[config.mk]
export PLATFORM = sky130hd
export DESIGN_NAME = rtc_bcd_counter
export DESIGN_NICKNAME = d
export VERILOG_FILES = /design/src/rtl/rtc_bcd_counter.sv
export SDC_FILE = /design/constraint.sdc
export NUM_CORES = 1
export LEC_CHECK = 0
export BUFFER_PORTS_ARGS = -buffer_cell sky130_fd_sc_hd__buf_4
export CORE_MARGIN = 2
export CORE_UTILIZATION = 61
export CTS_CLUSTER_SIZE = 10
export DETAILED_ROUTE_END_ITERATION = 10
export GPL_TIMING_DRIVEN = 0
export PLACE_DENSITY = 0.93
export SYNTH_ARGS = -nofsm -noshare
export SYNTH_HDL_FRONTEND = slang
export SYNTH_SLANG_ARGS = --single-unit
[constraint.sdc]
create_clock -name clk -period 6.9 [get_ports clk]
set_input_delay 1.38 -clock clk [delete_from_list [all_inputs] [get_ports clk]]
set_output_delay 1.38 -clock clk [all_outputs]
set_load 0.02 [all_outputs]
[src/rtl/rtc_bcd_counter.sv]
// rtc_bcd_counter: BCD time-of-day / countdown counter with built-in tick divider.
// Counts hh:mm:ss up or down in 12- or 24-hour range, with validated parallel load
// and a sticky countdown-done flag. Define RTC_ALARM_EN to build the hh:mm alarm.
module rtc_bcd_counter #(
    parameter int CLK_HZ    = 100_000_000,
    parameter int TICK_HZ   = 1,
    parameter int HOUR_MODE = 24
) (
    input  logic       clk,
    input  logic       rst,
    input  logic       run,
    input  logic       dir,
    input  logic       load,
    input  logic [7:0] ld_hr,
    input  logic [7:0] ld_min,
    input  logic [7:0] ld_sec,
    output logic [7:0] hr,
    output logic [7:0] min,
    output logic [7:0] sec,
    output logic       tick,
    output logic       done,
    output logic       load_err,
    input  logic       alm_arm,
    input  logic       alm_clr,
    input  logic [7:0] alm_hr,
    input  logic [7:0] alm_min,
    output logic       alarm
);
    localparam int DIV = CLK_HZ / TICK_HZ;
    localparam int DW  = (DIV > 1) ? $clog2(DIV) : 1;
    localparam logic [DW-1:0] DIV_MAX = DW'(DIV - 1);
    localparam bit         H12      = (HOUR_MODE == 12);
    localparam logic [7:0] HR_RST   = H12 ? 8'h12 : 8'h00;
    localparam logic [7:0] HR_FLOOR = H12 ? 8'h01 : 8'h00;
    localparam logic [7:0] HR_TOP   = H12 ? 8'h12 : 8'h23;

    logic [7:0]    hr_q, hr_d, min_q, min_d, sec_q, sec_d;
    logic [DW-1:0] div_q, div_d;
    logic          tick_q, tick_d, done_q, done_d, err_q, err_d;
    logic          ld_ok, upd;
    logic [7:0]    hr_up, min_up, sec_up, hr_dn, min_dn, sec_dn;

    // Minutes/seconds digit pair: 00..59
    function automatic logic [7:0] ms_inc(input logic [7:0] v);
        if (v[3:0] != 4'd9)      return {v[7:4], v[3:0] + 4'd1};
        else if (v[7:4] != 4'd5) return {v[7:4] + 4'd1, 4'd0};
        else                     return 8'h00;
    endfunction

    function automatic logic [7:0] ms_dec(input logic [7:0] v);
        if (v[3:0] != 4'd0)      return {v[7:4], v[3:0] - 4'd1};
        else if (v[7:4] != 4'd0) return {v[7:4] - 4'd1, 4'd9};
        else                     return 8'h59;
    endfunction

    // Hours wrap top->floor going up (23->00 or 12->01) and floor->top going down
    function automatic logic [7:0] hr_inc(input logic [7:0] v);
        if (v == HR_TOP)         return HR_FLOOR;
        else if (v[3:0] != 4'd9) return {v[7:4], v[3:0] + 4'd1};
        else                     return {v[7:4] + 4'd1, 4'd0};
    endfunction

    function automatic logic [7:0] hr_dec(input logic [7:0] v);
        if (v == HR_FLOOR)       return HR_TOP;
        else if (v[3:0] != 4'd0) return {v[7:4], v[3:0] - 4'd1};
        else                     return {v[7:4] - 4'd1, 4'd9};
    endfunction

    // Candidate next times for both directions, carries/borrows rippling upward
    always_comb begin
        sec_up = ms_inc(sec_q);
        min_up = (sec_q == 8'h59) ? ms_inc(min_q) : min_q;
        hr_up  = (sec_q == 8'h59 && min_q == 8'h59) ? hr_inc(hr_q) : hr_q;
        sec_dn = ms_dec(sec_q);
        min_dn = (sec_q == 8'h00) ? ms_dec(min_q) : min_q;
        hr_dn  = (sec_q == 8'h00 && min_q == 8'h00) ? hr_dec(hr_q) : hr_q;
    end

    // Load value check: BCD digits, mm/ss below 60, hours inside the selected range
    always_comb begin
        ld_ok = (ld_sec[3:0] <= 4'd9) && (ld_sec[7:4] <= 4'd5) &&
                (ld_min[3:0] <= 4'd9) && (ld_min[7:4] <= 4'd5) && (ld_hr[3:0] <= 4'd9);
        if (H12)
            ld_ok = ld_ok && ((ld_hr[7:4] == 4'd0 && ld_hr[3:0] != 4'd0) ||
                              (ld_hr[7:4] == 4'd1 && ld_hr[3:0] <= 4'd2));
        else
            ld_ok = ld_ok && ((ld_hr[7:4] <= 4'd1) ||
                              (ld_hr[7:4] == 4'd2 && ld_hr[3:0] <= 4'd3));
    end

    // Next state: load beats step; a rejected load freezes everything for that cycle
    always_comb begin
        hr_d   = hr_q;
        min_d  = min_q;
        sec_d  = sec_q;
        div_d  = div_q;
        done_d = done_q;
        tick_d = 1'b0;
        err_d  = 1'b0;
        upd    = 1'b0;
        if (load) begin
            if (ld_ok) begin
                hr_d   = ld_hr;
                min_d  = ld_min;
                sec_d  = ld_sec;
                div_d  = '0;
                done_d = 1'b0;
                upd    = 1'b1;
            end else begin
                err_d = 1'b1;
            end
        end else if (run) begin
            if (div_q == DIV_MAX) begin
                div_d = '0;
                // Countdown parked on the floor: divider keeps running, time stays put
                if (!(done_q && dir)) begin
                    hr_d   = dir ? hr_dn  : hr_up;
                    min_d  = dir ? min_dn : min_up;
                    sec_d  = dir ? sec_dn : sec_up;
                    tick_d = 1'b1;
                    upd    = 1'b1;
                    if (dir && hr_d == HR_FLOOR && min_d == 8'h00 && sec_d == 8'h00)
                        done_d = 1'b1;
                end
            end else begin
                div_d = div_q + DW'(1);
            end
        end
    end

    // State registers; every output comes straight from here
    always_ff @(posedge clk or posedge rst) begin
        if (rst) begin
            hr_q   <= HR_RST;
            min_q  <= 8'h00;
            sec_q  <= 8'h00;
            div_q  <= '0;
            tick_q <= 1'b0;
            done_q <= 1'b0;
            err_q  <= 1'b0;
        end else begin
            hr_q   <= hr_d;
            min_q  <= min_d;
            sec_q  <= sec_d;
            div_q  <= div_d;
            tick_q <= tick_d;
            done_q <= done_d;
            err_q  <= err_d;
        end
    end

    assign hr       = hr_q;
    assign min      = min_q;
    assign sec      = sec_q;
    assign tick     = tick_q;
    assign done     = done_q;
    assign load_err = err_q;

`ifdef RTC_ALARM_EN
    logic alarm_q, alarm_d;

    // Alarm sets when the new time lands on hh:mm:00; clear or disarm wins over set
    always_comb begin
        alarm_d = alarm_q;
        if (upd && alm_arm && hr_d == alm_hr && min_d == alm_min && sec_d == 8'h00)
            alarm_d = 1'b1;
        if (alm_clr || !alm_arm)
            alarm_d = 1'b0;
    end

    // Sticky alarm flag
    always_ff @(posedge clk or posedge rst) begin
        if (rst) alarm_q <= 1'b0;
        else     alarm_q <= alarm_d;
    end

    assign alarm = alarm_q;
`else
    logic unused_alm;
    assign unused_alm = ^{alm_arm, alm_clr, alm_hr, alm_min, upd};
    assign alarm      = 1'b0;
`endif
endmodule

## Word-level counts from Yosys, hierarchy flattened

Index checks and enable logic that the tools add are counted.

| word-level totals | value |
|---|---|
| output and inout port bits | 28 |
| register bits | 54 |
| bits of input ports | 47 |
| word-level logic and storage cells | 119 |

| cells by class | value |
|---|---|
| multiplexer cells | 50 |
| equality and inequality tests | 12 |
| reductions and logical operators | 30 |
| $add $sub $neg | 13 |
| magnitude comparators | 7 |

Operators by type and width:

| kind | count |
|---|---|
| $mux 8 | 34 |
| $mux 27 | 4 |
| $logic_not 8->1 | 6 |
| $add 27x1->27 const B | 1 |
| $eq 27x27->1 const B | 1 |
| $add 4x1->4 const B | 6 |
| $sub 4x1->4 const B | 6 |
| $reduce_bool 4->1 | 5 |
| $eq 8x7->1 const B | 2 |
| $le 4x4->1 const B | 3 |
| $logic_and 1x1->1 | 12 |
| $mux 1 | 12 |
| $ne 4x4->1 const B | 3 |
| $eq 8x6->1 const B | 1 |
| $le 4x3->1 const B | 2 |
| $ne 4x3->1 const B | 2 |
| $reduce_bool 2->1 | 3 |
| $reduce_and 5->1 | 1 |
| $eq 4x2->1 const B | 1 |
| $le 4x1->1 const B | 1 |
| $le 4x2->1 const B | 1 |
| $reduce_and 4->1 | 1 |
| $ne 2x1->1 const B | 1 |
| $ne 2x2->1 const B | 1 |
| 2 further kinds | 2 |

## Longest topological paths before layout

Gate-level depths: netlist of the first run.

| logic depth | value |
|---|---|
| word-level depth | 14 |
| mapped depth | 10 |
| depth with buffers taken out | 10 |

## Worst setup path after synthesis of the first run

No wires, ideal clock.

| timing | value |
|---|---|
| path type | in2reg |
| start | input port dir |
| end | register done_q, in the netlist done |
| buffers on the path | 0 |
| stages on the path | 8 |
| library setup time | 0.092 ns |
| setup slack | 3.246 ns |
| data required time | 6.808 ns |
| arrival time | 3.562 ns |
| cells stage by stage | or4b_2 > nor4_2 > nand2b_1 > a21oi_1 > xnor2_1 > nand4_1 > or4_1 > o31ai_2 |

| between the ends | value |
|---|---|
| longest elaborated chain between the ends | 7 |
| elaborated cells on any way between the ends | 13 |
| those cells by class | eq/ne (1); mux (3); reduce/logical (9) |

Ends and longest elaborated chain:

| what | line | source |
|---|---|---|
| from (decl) | 12 | `input logic dir,` |
| $mux 8 | 117 | `hr_d = dir ? hr_dn : hr_up;` |
| $logic_not 8->1 | 122 | `if (dir && hr_d == HR_FLOOR && min_d == 8'h00 && sec_d == 8'h00)` |
| $logic_and 1x1->1 (3 in a row) | 122 |  |
| $reduce_bool 2->1 (no line) | - |  |
| $reduce_and 5->1 (no line) * | - |  |
| to (signal assigned) | 147 | `done_q <= done_d;` |
| to (decl) | 39 | `logic tick_q, tick_d, done_q, done_d, err_q, err_d;` |

Mark *: on every way between the ends. The rest lies on a longest branch, timed or not.
A chain may end at the register's enable or synchronous reset.

## Worst setup path after layout of the first run

Same ends and word-level chain as after synthesis.

==> results_dict.tcl, run 1 <==
set metrics [dict create \
    status "finished, final reports clean" \
    cts_root_buffer "clkbuf_8" \
    slew_headroom_pct 46.5 \
    yosysWarnings 0 \
    area_growth_pct 15.8 \
    antenna_found_initial 0 \
    p_total_mw 1.03 \
    post-cts-setup-buffers 0 \
    syn_inst 493 \
    ir_worst_vdd_mv 0.141 \
    dieWidth_um 84.3 \
    post-route-drc-count 0 \
    hold_viol 0 \
    start_kind "primary input" \
    syn_area_um2 3930 \
    setup_ws_ns 3.05 \
    ctsHoldBuffers 0 \
    clk_path_buf_depth 2 \
    cts-resized-gates 0 \
    grt_max_degree 34 \
    fmax_mhz 260 \
    synth_top_cell_by_area "dfrtp_1" \
    synth_top_cell_area_share_pct 34.4 \
    cp.arrival_ns 4.09 \
    worstMarginPinSlew_ns 0.796 \
    clk_pin_slew_ns 0.11 \
    vias_per_cell 6.42 \
    synth_ff_type "dfrtp_1" \
    row_count 29 \
    grt_pass1_vias 3729 \
    syn-num-nets 549 \
    final_util_pct 72.6 \
    num_vias 4067 \
    design_area_um2 4550 \
    finalWeightedCongestion 0.926 \
    post-route-period-util_pct 55.7 \
    synth_edf_count 0 \
    htreeDepth 2 \
    required_ns 7.14 \
    holdWs_ns 0.529 \
    criticalPathCategory "primary input to flip-flop" \
    finalMaxSlewViolations 0 \
    syn_area_per_cell_um2 7.98 \
    critPathCaptureType "flip-flop" \
    synth_seq_cells 54 \
    synth_common_cells "nand2_1, nor2_1, o21ai_0, dfrtp_1, a21oi_1" \
    grt_first_pass_wirelength_um 18100 \
    drive_above_1_share_pct 17.6 \
    hold_path.class "flip-flop to flip-flop" \
    die_h_um 84.3 \
    routedWlPerCell_um 17.5 \
    place_area_um2 4450 \
    clock-sinks 54 \
    dp_hpwl_um 8150 \
    r2r_cells 9 \
    fin_nets 611 \
    setup_viol 0 \
    top_layer "met4" \
    wl_met1_um 4500 \
    grt_usage_pct 31.5 \
    synth.most_common_cell "nand2_1" \
    dp_cells 625 \
    period_minus_slack_ns 3.85 \
    rsz0062_at_grt "no" \
    cts_buffers 5 \
    clock_latency_ns 0.33 \
    dieArea_um2 7100 \
    dr_wl_met2_um 5290 \
    overflow 0 \
    fin_skew_ns 0.0144 \
    ant_nets 0 \
    fp.coreArea_um2 6280 \
    cap_violations 0 \
    portBuffers 54 \
    first_pass_iters 6 \
    yosys-top-cells-area "dfrtp_1, o21ai_0, nand2_1, nor2_1, a21oi_1" \
    ioPinCount 75 \
    synthArstFlopShare_pct 100 \
    pre_cts_ws_ns 2.82 \
    holdPathStages 1 \
    finalNonFillerCells 633 \
    n_antenna_cell 0 \
    cts_tree "yes" \
    drtIter0Drc 437 \
    yosys.cell_types.count 65 \
    tns_ns 0 \
    power.density_nw_per_um2 225 \
    routed-wl-met3_um 873 \
    ys_seq_area_share_pct 34.4 \
    initial_core_util_pct 62.6 \
    power.leakage_nw 1.94 \
    drt-total-wl_um 11000 \
    critPathMaxFanout 10 \
]
-- flip-flops by register name (all words and copies together), names as in the netlist --
register / flops
div_q: 27
done: 1
min: 8
load_err: 1
hr: 8
sec: 8
tick: 1
-- final timing paths --
check,start,end,slack (ns)
setup / recovery,dir,done$_DFFE_PP0P_,3.05
max in group asynchronous,rst,sec[5]$_DFFE_PP0P_,5.25
hold reg to reg,div_q[6]$_DFFE_PP0P_,div_q[6]$_DFFE_PP0P_,0.53
hold / removal,div_q[6]$_DFFE_PP0P_,div_q[6]$_DFFE_PP0P_,0.53
min in group asynchronous,rst,div_q[23]$_DFFE_PP0P_,1.08
setup reg to reg,min[2]$_DFFE_PP0P_,done$_DFFE_PP0P_,3.58
-- routing by layer --
layer | up-vias | global-route usage [%]
met4 | 0 | 13.8
met1 | 1939 | 41.4
met5 | - | 0
met2 | 199 | 51.4
met3 | 37 | 5.41
li1 | 1892 | -
-- placed cells by master, fill, tap and decap left out, types with 3 or more instances in the layout --
master | netlist | layout
o21ai_0 | 56 | 56
nand2_1 | 65 | 65
a22oi_1 | 3 | 3
ha_1 | 9 | 9
and2_1 | 4 | 4
a211oi_1 | 7 | 7
nor2_1 | 57 | 57
buf_4 | 1 | 55
buf_2 | 6 | 6
or2_2 | 4 | 4
mux2_2 | 8 | 8
mux2i_1 | 5 | 5
nor2b_1 | 8 | 8
inv_1 | 9 | 8
and3_1 | 8 | 8
nand4_1 | 15 | 15
clkbuf_1 | 20 | 20
xnor2_1 | 8 | 8
dfrtp_1 | 54 | 54
nand3_1 | 15 | 15
or3_1 | 7 | 7
o211ai_1 | 3 | 3
clkbuf_8 | 0 | 6
xor2_1 | 12 | 12
or4_1 | 3 | 3
nand2b_1 | 7 | 7
nor3_1 | 9 | 9
nor4_1 | 5 | 5
o21a_1 | 3 | 3
a21oi_1 | 29 | 29
o31ai_1 | 8 | 8
-- cell families (layout without fill, tap and decap cells) --
kind of cell             after synthesis  after routing  synth area share [%]
AND/OR/NAND/NOR                      222            222                  28.9
AO/OA/AOI/OAI                        133            133                  21.1
flip-flops                            54             54                  34.4
buffers and inverters                 40            103                  4.30
XOR/XNOR                              20             20                  4.45
multiplexers                          14             14                  3.95
adder cells (fa/ha/maj)                9              9                  2.86
other                                  1              1                0.0954
-- power breakdown --
| part | leakage [nW] | internal (mW) | switching [mW] |
|---|---|---|---|
| combinational | 1.16 | 0.176 | 0.260 |
| sequential | 0.723 | 0.348 | 0.0440 |
| clock | 0.0514 | 0.0830 | 0.116 |
-- critical path, stage by stage --
cell	delay, ns
buf_4	0.12
buf_2	0.19
nor2b_1	0.27
nand2_1	0.24
nor3_1	0.71
nand4_1	0.23
o211ai_1	0.15
o21ai_0	0.15
or4_1	0.46
o31ai_2	0.19
-- layout make-up --
cell class / count / area, µm²
inverters: 10 / 37.5
flip-flops and latches: 54 / 1350
clock buffers: 6 / 82.6
clock inverters: 2 / 17.5
fillers: 507 / 1720
repair buffers: 55 / 425
well taps: 77 / 96.3
multi-input cells: 399 / 2410
plain buffers: 30 / 131
Note: power is estimated with default switching activity, not from simulation.
==> inputs of run 2 (changes only) <==
CORE_UTILIZATION = 51   (was 61)
PLACE_DENSITY = 0.83   (was 0.93)
clock period = 3.37 ns   (was 6.9 ns; I/O delays follow)
==> results_dict.tcl, run 2 (same netlist as run 1, synthesis figures left out) <==
set metrics [dict create \
    cts_tree "yes" \
    ir_worst_vdd_mv 0.201 \
    setup_viol 0 \
    worstMarginPinSlew_ns 0.745 \
    ctsHoldBuffers 0 \
    cp.arrival_ns 3.50 \
    power.leakage_nw 1.94 \
    required_ns 3.62 \
    slew_headroom_pct 50.0 \
    intPower_mw 1.23 \
    finalWeightedCongestion 0.946 \
    clock_latency_ns 0.33 \
    post-route-period-util_pct 96.4 \
    gr-usage-met3_pct 2.79 \
    fmax_mhz 308 \
    fin_skew_ns 0.0165 \
    critPathCaptureType "flip-flop" \
    ant_nets 0 \
    post-route-drc-count 0 \
    p_clk_share_pct 19.5 \
    num_vias 3950 \
    clk_pin_slew_ns 0.12 \
    area_growth_pct 16.9 \
    p_total_mw 2.10 \
    regMostFlops "div_q" \
    grt_pass1_vias 3723 \
    grt_first_pass_wirelength_um 17900 \
    drive_above_1_share_pct 17.9 \
    cap_violations 0 \
    dieArea_um2 8430 \
    vias_per_cell 5.98 \
    final_cell_mix "nand2_1, nor2_1, buf_4" \
    switchingPower_mw 0.867 \
    drtIter0Drc 278 \
    hold_viol 0 \
    start_kind "flip-flop" \
    grt_util_met2_pct 42.8 \
    initial_core_util_pct 51.7 \
    final_common_cell "nand2_1" \
    clock-sinks 54 \
    row_count 32 \
    p_sw_share_pct 41.4 \
    power.share.combinational_pct 42.2 \
    design_area_um2 4600 \
    power.density_nw_per_um2 456 \
    tns_ns 0 \
    period_minus_slack_ns 3.25 \
    htreeDepth 2 \
    portBuffers 54 \
    antenna_found_initial 0 \
    die_h_um 91.8 \
    overflow 0 \
    drt-total-wl_um 10900 \
    hold_path.class "primary input to asynchronous set/reset pin" \
    criticalPathCategory "flip-flop to flip-flop" \
    ioPinCount 75 \
    place_area_um2 4490 \
    r2r-start "sec[5]$_DFFE_PP0P_" \
    met1_usage_pct 35.7 \
    fin_nets 613 \
    grt_usage_pct 26.1 \
    critPathMaxFanout 10 \
    grt_max_degree 40 \
    finalMaxSlewViolations 0 \
    largest_register_ffs 27 \
    busiest_layer "met2" \
    first_pass_iters 5 \
    cts-resized-gates 0 \
    fp.coreArea_um2 7610 \
    dp_hpwl_um 8180 \
    cts_root_buffer "clkbuf_8" \
    dieWidth_um 91.8 \
    fillers 681 \
    routedWlPerCell_um 16.5 \
    status "finished, final reports clean" \
    crit_start "sec[5]$_DFFE_PP0P_" \
    clk_path_buf_depth 2 \
    post-cts-setup-buffers 0 \
    n_antenna_cell 0 \
    seqPwrFrac_pct 38.3 \
    cts_buffers 5 \
]
[run 2: cell types whose count changed in the layout (fill, tap and decap cells not counted), sizes merged]
cell	previous run	this run
buf	65	67
clkbuf	26	25
clkinv	3	2
inv	9	11
[run 2: layer usage]
layer | vias up | part of all wire [%]
met5 | - | 0
met4 | 0 | 2.2
met3 | 21 | 5.0
met2 | 158 | 48
met1 | 1878 | 45
li1 | 1893 | -
[run 2: worst paths after layout]
check,to,slack [ns],depth (start not counted)
max,done$_DFFE_PP0P_,0.12,10
min,div_q[24]$_DFFE_PP0P_,0.30,2
max reg2reg,done$_DFFE_PP0P_,0.12,10
min reg2reg,div_q[7]$_DFFE_PP0P_,0.51,1
max in group asynchronous,min[6]$_DFFE_PP0P_,2.52,3
min in group clk,div_q[7]$_DFFE_PP0P_,0.51,1
[run 2: layout make-up]
cell class | count | area [µm²] | share of cell area [%]
Sequential cell | 54 | 1350 | 29.4
Timing Repair Buffer | 57 | 440 | 9.58
Tap cell | 102 | 128 | 2.78
Inverter | 10 | 37.5 | 0.816
Clock buffer | 5 | 68.8 | 1.50
Clock inverter | 3 | 28.8 | 0.626
Multi-Input combinational cell | 399 | 2410 | 52.5
Buffer | 30 | 131 | 2.86
[run 2: worst max-delay path: stages (launching register included)]
cell and delay (ns):
dfrtp_1 0.44, buf_6 0.16, or4_4 0.52, nor4_4 0.31, nand4_1 0.27, buf_4 0.22
or2_2 0.30, o211ai_1 0.17, o21ai_0 0.15, or4_1 0.46, o31ai_2 0.18
[run 2: through the flow]
| stage | hold slack [ns] | util [%] | cells | setup slack (ns) |
|---|---|---|---|---|
| 3_5_place_dp | 0.495 | 59.0 | 650 | 0.0220 |
| 6_report | 0.304 | 60.4 | 660 | 0.121 |
| 5_1_grt | 0.327 | 60.4 | 660 | -0.0158 |
| 4_1_cts | 0.315 | 60.2 | 658 | 0.109 |
| 2_1_floorplan | 0.465 | - | 493 | 0.419 |
| 3_3_place_gp | 0.495 | 58.7 | 649 | 0.0164 |
[run 2: power by group through the flow]
stage / registers, mW / logic (mW) / clock network [mW]
after global routing: 0.814 / 0.962 / 0.439
after floorplan: 0.865 / 0.539 / 0
after detailed placement: 0.813 / 0.868 / 0
final: 0.803 / 0.885 / 0.408
after global placement: 0.810 / 0.851 / 0
after CTS: 0.801 / 0.870 / 0.412
==> inputs of run 3 (changes only) <==
CORE_UTILIZATION = 56   (was 51)
PLACE_DENSITY = 0.87   (was 0.83)
clock period = 3.6 ns   (was 3.37 ns; I/O delays follow)
==> results_dict.tcl, run 3 (same netlist as run 1, synthesis figures left out) <==
set metrics [dict create \
    routedWlPerCell_um 16.8 \
    power.leakage_nw 1.93 \
    antenna_found_initial 0 \
    start_kind "flip-flop" \
    intPower_mw 1.16 \
    area_growth_pct 16.4 \
    required_ns 3.83 \
    worstMarginPinSlew_ns 0.762 \
    row_count 30 \
    cap_violations 0 \
    fmax_mhz 307 \
    r2r_cells 9 \
    fin_skew_ns 0.0100 \
    switchingPower_mw 0.798 \
    status "finished, final reports clean" \
    drt-total-wl_um 11000 \
    grt_usage_pct 29.1 \
    portBuffers 54 \
    cts-resized-gates 0 \
    criticalPathCategory "flip-flop to flip-flop" \
    post-cts-setup-buffers 0 \
    period_minus_slack_ns 3.26 \
    first_pass_iters 5 \
    overflow 0 \
    n_antenna_cell 0 \
    hold_path.class "primary input to asynchronous set/reset pin" \
    finalNonFillerCells 652 \
    tns_ns 0 \
    p_clk_share_pct 19.4 \
    pre_cts_ws_ns 0.128 \
    seqPwrFrac_pct 38.3 \
    cts_buffers 5 \
    slew_headroom_pct 48.8 \
    drive_above_1_share_pct 17.6 \
    ir_worst_vdd_mv 0.279 \
    die_h_um 87.8 \
    rsz0062_at_grt "no" \
    cp.arrival_ns 3.49 \
    clock-sinks 54 \
    largest_register_ffs 27 \
    cts_root_buffer "clkbuf_8" \
    setup_viol 0 \
    finalWeightedCongestion 0.942 \
    dieWidth_um 87.8 \
    regMostFlops "div_q" \
    post-route-period-util_pct 90.6 \
    vias_per_cell 6.21 \
    critPathCaptureType "flip-flop" \
    htreeDepth 2 \
    ant_nets 0 \
    num_vias 4048 \
    clk_pin_slew_ns 0.11 \
    power.density_nw_per_um2 428 \
    grt_max_degree 33 \
    clock_latency_ns 0.32 \
    dp_hpwl_um 8050 \
    dieArea_um2 7710 \
    dp_cells 644 \
    finalMaxSlewViolations 0 \
    power.share.combinational_pct 42.3 \
    final_cell_mix "nand2_1, nor2_1, o21ai_0" \
    grt_pass1_vias 3773 \
    p_sw_share_pct 40.7 \
    ctsHoldBuffers 0 \
    initial_core_util_pct 57.9 \
    fin_nets 611 \
    ioPinCount 75 \
    post-route-drc-count 0 \
    final_common_cell "nand2_1" \
    drtIter0Drc 288 \
    fp.coreArea_um2 6790 \
    setup_ws_ns 0.339 \
    cts_tree "yes" \
    critPathMaxFanout 10 \
    grt_first_pass_wirelength_um 17800 \
    clk_path_buf_depth 2 \
    hold_viol 0 \
]
[run 3: cell types whose count changed in the layout (fill, tap and decap cells not counted)]
cell | before | now
inv_8 | 1 | 0
clkinv_4 | 1 | 0
clkbuf_8 | 5 | 6
buf_4 | 57 | 55
clkinvlp_4 | 0 | 1
[run 3: worst max-delay path, stage by stage, from the launching register on]
cell     delay, ns
dfrtp_1       0.42
buf_6         0.15
or4_4         0.53
nor4_4        0.31
nand4_1       0.29
and3_4        0.28
nor3_4        0.19
nand4_1       0.15
or4_1         0.58
o31ai_2       0.26
[run 3: layout make-up]
| cell class | count | area, µm² |
|---|---|---|
| flip-flops and latches | 54 | 1350 |
| repair buffers | 55 | 425 |
| well taps | 96 | 120 |
| inverters | 10 | 37.5 |
| clock buffers | 6 | 82.6 |
| plain buffers | 30 | 131 |
| fillers | 593 | 2220 |
| clock inverters | 2 | 16.3 |
| multi-input cells | 399 | 2410 |
[run 3: per-layer routing]
metal / global-route usage, % / wire length [µm] / share of wire (%)
met5: 0 / 0 / 0
met4: 11.5 / 344 / 3.1
met3: 4.52 / 832 / 7.6
met2: 46.4 / 5110 / 47
met1: 39.9 / 4670 / 43
[run 3: power by group through the flow]
stage	Combinational (mW)	Sequential, mW	Clock, mW
after floorplan	0.504	0.809	0
after global placement	0.786	0.757	0
after detailed placement	0.814	0.759	0
after CTS	0.817	0.748	0.384
after global routing	0.902	0.761	0.408
final	0.830	0.751	0.380
[run 3: worst paths after layout]
| path | startpoint | end | slack (ns) |
|---|---|---|---|
| max in group asynchronous | rst | div_q[17]$_DFFE_PP0P_ | 2.61 |
| worst max register to register | sec[5]$_DFFE_PP0P_ | done$_DFFE_PP0P_ | 0.34 |
| min in group clk | div_q[1]$_DFFE_PP0P_ | div_q[1]$_DFFE_PP0P_ | 0.53 |
| worst min-delay path | rst | div_q[16]$_DFFE_PP0P_ | 0.44 |
| worst min register to register | div_q[1]$_DFFE_PP0P_ | div_q[1]$_DFFE_PP0P_ | 0.53 |
| worst max-delay path | sec[5]$_DFFE_PP0P_ | done$_DFFE_PP0P_ | 0.34 |
[run 3: metrics by stage]
| stage | power (mW) | utilization, % | area, µm² | hold WS (ns) |
|---|---|---|---|---|
| after floorplan | 1.31 | - | 3930 | 0.465 |
| after global placement | 1.54 | 65.6 | 4460 | 0.498 |
| after detailed placement | 1.57 | 65.9 | 4480 | 0.513 |
| after CTS | 1.95 | 67.4 | 4580 | 0.451 |
| after global routing | 2.07 | 67.4 | 4580 | 0.465 |
| final | 1.96 | 67.4 | 4580 | 0.442 |
